**src/rtl/piano_pkg.sv**
```systemverilog
// Shared constants and types for the piano synthesiser blocks.
package piano_pkg;

  localparam int unsigned NUM_KEYS = 13;
  localparam int unsigned PERIOD_W = 32;
  localparam int unsigned VCOUNT_W = $clog2(NUM_KEYS + 1);

  typedef logic [PERIOD_W-1:0] half_period_t;

endpackage

```
**src/rtl/tone_osc.sv**
```systemverilog
// One square-wave voice: counts half-period cycles and toggles phase.
module tone_osc #(
  parameter int unsigned PeriodW = piano_pkg::PERIOD_W
) (
  input  logic               clk_i,
  input  logic               rst_i,
  input  logic [PeriodW-1:0] half_period_i,
  output logic               phase_o,
  output logic               en_o
);

  logic [PeriodW-1:0] cnt_d, cnt_q;
  logic               phase_d, phase_q;

  always_comb begin
    cnt_d   = cnt_q + PeriodW'(1);
    phase_d = phase_q;
    if (half_period_i == '0) begin
      cnt_d   = '0;
      phase_d = 1'b0;
    end else if (cnt_q >= half_period_i - PeriodW'(1)) begin
      // >= so a period shrink mid-count toggles at once instead of wrapping.
      cnt_d   = '0;
      phase_d = ~phase_q;
    end
  end

  always_ff @(posedge clk_i) begin
    if (rst_i) begin
      cnt_q   <= '0;
      phase_q <= 1'b0;
    end else begin
      cnt_q   <= cnt_d;
      phase_q <= phase_d;
    end
  end

  assign phase_o = phase_q;
  assign en_o    = (half_period_i != '0);

endmodule

```
**src/rtl/poly_tone_synth.sv**
```systemverilog
// Polyphonic square-wave synth: per-key oscillators, voice mixer and
// first-order sigma-delta modulator driving a 1-bit speaker pin.
module poly_tone_synth #(
  parameter int unsigned NUM_KEYS = piano_pkg::NUM_KEYS,
  parameter int unsigned PERIOD_W = piano_pkg::PERIOD_W
) (
  input  logic                                clk,
  input  logic                                reset_n,
  input  logic [0:NUM_KEYS-1][PERIOD_W-1:0]   noteFrequency,
  output logic                                spkr,
  output logic [$clog2(NUM_KEYS+1)-1:0]       voice_count
);

  localparam int unsigned VcountW = $clog2(NUM_KEYS + 1);
  // Residue stays below NUM_KEYS and level <= NUM_KEYS, so sums fit below 2*NUM_KEYS.
  localparam int unsigned AccW    = $clog2(2 * NUM_KEYS);

  // reset_n is active-high despite its name.
  logic rst;
  assign rst = reset_n;

  logic [NUM_KEYS-1:0] phase, en;

  for (genvar k = 0; k < NUM_KEYS; k++) begin : g_voice
    tone_osc #(
      .PeriodW (PERIOD_W)
    ) u_osc (
      .clk_i         (clk),
      .rst_i         (rst),
      .half_period_i (noteFrequency[k]),
      .phase_o       (phase[k]),
      .en_o          (en[k])
    );
  end

  logic [VcountW-1:0] level_d, level_q;
  logic [VcountW-1:0] vcount_d, vcount_q;
  logic [AccW-1:0]    acc_d, acc_q;
  logic [AccW-1:0]    sum;
  logic               spkr_d, spkr_q;

  always_comb begin
    level_d  = '0;
    vcount_d = '0;
    for (int k = 0; k < NUM_KEYS; k++) begin
      level_d  = level_d + VcountW'(en[k] & phase[k]);
      vcount_d = vcount_d + VcountW'(en[k]);
    end
  end

  always_comb begin
    sum    = acc_q + AccW'(level_q);
    spkr_d = 1'b0;
    acc_d  = sum;
    if (sum >= AccW'(NUM_KEYS)) begin
      spkr_d = 1'b1;
      acc_d  = sum - AccW'(NUM_KEYS);
    end
  end

  always_ff @(posedge clk) begin
    if (rst) begin
      level_q  <= '0;
      vcount_q <= '0;
      acc_q    <= '0;
      spkr_q   <= 1'b0;
    end else begin
      level_q  <= level_d;
      vcount_q <= vcount_d;
      acc_q    <= acc_d;
      spkr_q   <= spkr_d;
    end
  end

  assign spkr        = spkr_q;
  assign voice_count = vcount_q;

endmodule

```
**config.mk**
```make
export PLATFORM = sky130hd
export DESIGN_NAME = poly_tone_synth
export DESIGN_NICKNAME = d
export VERILOG_FILES = /design/src/rtl/piano_pkg.sv /design/src/rtl/tone_osc.sv /design/src/rtl/poly_tone_synth.sv
export SDC_FILE = /design/constraint.sdc
export NUM_CORES = 2
export LEC_CHECK = 0
export CORE_ASPECT_RATIO = 0.7
export CORE_MARGIN = 5
export CORE_UTILIZATION = 35
export DETAILED_ROUTE_END_ITERATION = 10
export PLACE_DENSITY = 0.59
export SETUP_SLACK_MARGIN = 0.1
export SLEW_MARGIN = 20
export SYNTH_ARGS = -nofsm -noshare
export SYNTH_HDL_FRONTEND = slang
export SYNTH_SLANG_ARGS = --single-unit
```
**constraint.sdc**
```tcl
create_clock -name clk -period 8.2 [get_ports clk]
set_input_delay 1.64 -clock clk [delete_from_list [all_inputs] [get_ports clk]]
set_output_delay 1.64 -clock clk [all_outputs]
set_load 0.1 [all_outputs]
```
==> run metrics <==
Core Rows=97; reg2reg end=level_q[1]; Relative slew margins=14.5%; wire length per cell=16.2 µm; Area after DPL=41000 µm²; count leader, synth=nor2_1; Die Wd=389 µm; Layout area overhead=21.2%; H-tree levels=2; R2R Path Start=g_voice[0].u_osc.phase_o; FF+latch count, synth=443; element type at the critical path end=register; Synth Net Count=5221; Yosys top cell area share=25.2%; TritonRoute pass-1 iters=5; gr ovfl total=0; yosys warns=0; drt initial violations=1649; WHS Endpoint=g_voice[4].u_osc.cnt_q[0]; Arr. time, crit path=7.63 ns; Worst-Skew Late Latency=0.62 ns; fin. max-slew vios=0; DRC=0; slowest CP cell=or4_4; number of synthesized flops with an enable pin=0; FILL cells=10100; status=complete, no violations; Worst Clk Skew=0.0299 ns; # setup viols final=0; pin count of the biggest net entering global routing=35; CORE AREA=99900 µm²; Crit path max-delay family=adder cells; clock sinks=443; actual slew at the worst max-slew pin=1.27 ns; antenna violations before repair=8; min Tclk post-route=7.08 ns; post-CTS setup buffers=0; antenna violation net count after detailed routing=0; TritonCTS buffer count=51; die area=107000 µm²; critical path class=in2reg; crit path launch type=input port; CTS tree=yes; Lkg Pwr=15.9 nW; Die Y=275 µm; post-synthesis sequential area ratio=25.2%; via count=31400; DP HPWL=80900 µm; fin area=42700 µm²; Port Buf Inserts=422; RD Place Congestion=0.843; Post-Route WL=99500 µm; VDD IR max=0.147 mV; Max-cap violations=0; Synth top cells by count=nor2_1 (642), ha_1 (454), dfxtp_1 (443); Synth Instances=4332; Async S/R FF share, synth=0%; PwrDens=122 nW/µm²; Fmax=141 MHz; vias in the first global route=29300; GRT Util Overall=17.9%; Nets=5652; clk root buf=clkbuf_16; I/O pin count=423; HP Class=reg2reg; WP data required=8.75 ns; drt via density=5.11; critical path fanouts, max=8; critical path, cell by cell=clkdlybuf4s50_1 -> inv_1 -> ha_1 -> or4b_4 -> or4_4 -> or3_1 -> nor4_1 -> buf_4 -> nor2_1 -> fa_1 -> inv_1 -> fa_1 -> fa_1 -> inv_1 -> fa_1 -> fa_1 -> inv_1 -> fa_1 -> nor2_1; share of layout cells above drive strength 1=3.17%; Hold Fails Final Rpt=0; post-route clock period utilization=86.4%; Max Buffers Root-to-Sink=3; R2R Setup Slk=4.37 ns; largest stage delay on the critical path=0.54 ns; hold buffer count at cts=0; Reg clk slew, reported paths=0.06 ns; initial core utilization=35.2%; Yosys top cell by area=dfxtp_1; setup TNS=0 ns; worst min-delay path startpoint=g_voice[4].u_osc.cnt_q[0]; hold path depth=1; R2R depth=12; cts repair resizes=0; unrepaired setup endpoints after global routing=no; critical path's most frequent cell=fa_1; global-route wire length before repair=158000 µm; library cells used by synthesis=60; Area contributors post-synth=dfxtp_1 (25%), ha_1 (16%), xnor2_1 (10%); syn_area_per_cell=8.12 µm²; Post-Syn Area=35200 µm²; Top FF cell, synth=dfxtp_1; Buf/Inv on CP=6
## flip-flops by register name (all words and copies together) (netlist names)
name,flops
acc_q,5
g_voice.u_osc.cnt_q,416
g_voice.u_osc.phase_o,13
level_q,4
spkr,1
voice_count,4
## through the flow
stage | setup WS (ns) | power (mW) | cells | utilization, % | hold slack (ns)
after global placement | 0.487 | 2.92 | 6046 | 41.0 | 0.442
after floorplan | 1.28 | 2.55 | 4332 | - | 0.425
after detailed placement | 0.433 | 2.93 | 6046 | 41.0 | 0.451
final | 1.12 | 5.21 | 6144 | 42.7 | 0.462
after CTS | 1.11 | 5.31 | 6137 | 42.7 | 0.464
after global routing | 0.898 | 5.48 | 6143 | 42.7 | 0.486
## power by group
group	leakage, nW	switching, mW	internal, mW	total, mW
sequential	3.58	0.0234	2.17	2.19
clock	0.819	0.980	1.34	2.32
combinational	11.5	0.347	0.350	0.697
total	15.9	1.35	3.86	5.21
## worst max path at each step
stage | from | endpoint | slack, ns | cells past startpoint
after floorplan | noteFrequency[96] | level_q[1] | 1.28 | 18
after global placement | noteFrequency[96] | level_q[1] | 0.49 | 19
after detailed placement | noteFrequency[96] | level_q[1] | 0.43 | 19
after CTS | noteFrequency[96] | level_q[1] | 1.11 | 19
after global routing | noteFrequency[96] | level_q[1] | 0.90 | 19
final | noteFrequency[96] | level_q[1] | 1.12 | 19
## cell usage in the layout (no fill, tap or decap), types with 35 or more instances in the layout
cell type and n:
and4_1 70, nand3_1 189, and3_1 68, nand4_1 135
nor4_1 112, a21o_1 35, inv_1 125, clkbuf_16 51
dfxtp_1 443, nor3_1 222, or4_1 48, nand2_1 363
clkdlybuf4s50_1 420, xnor2_1 413, xor2_1 369, nor2_1 642
a21oi_1 152, o21ai_0 55, ha_1 454, or3_1 74
## cell type report
class,instances,area (µm²),area share [%]
clock inverter,26,258,0.604
timing repair buffer,446,4390,10.3
sequential,443,8870,20.8
antenna,7,17.5,0.0411
clock buffer,65,1410,3.30
multi-input combinational,3696,25600,59.9
inverter,125,469,1.10
tap,1336,1670,3.92
## logic make-up after synthesis
kind of cell / Yosys count / share of synthesized area [%]
AOI/OAI and AO/OA: 368 / 6.60
xor gates and xnor gates: 782 / 19.5
adders and majority gates: 471 / 17.1
buffers and inverters: 193 / 2.18
DFF: 443 / 25.2
muxes: 3 / 0.0924
and+or+nand+nor: 2072 / 29.4
## routing by layer
layer  global-route usage, %  share of wire, %
met1                    27.3                52
met2                    26.4                41
met3                    3.07               5.2
met4                    3.01               1.4
met5                       0                 0
Note: power is estimated with default switching activity, not from simulation.
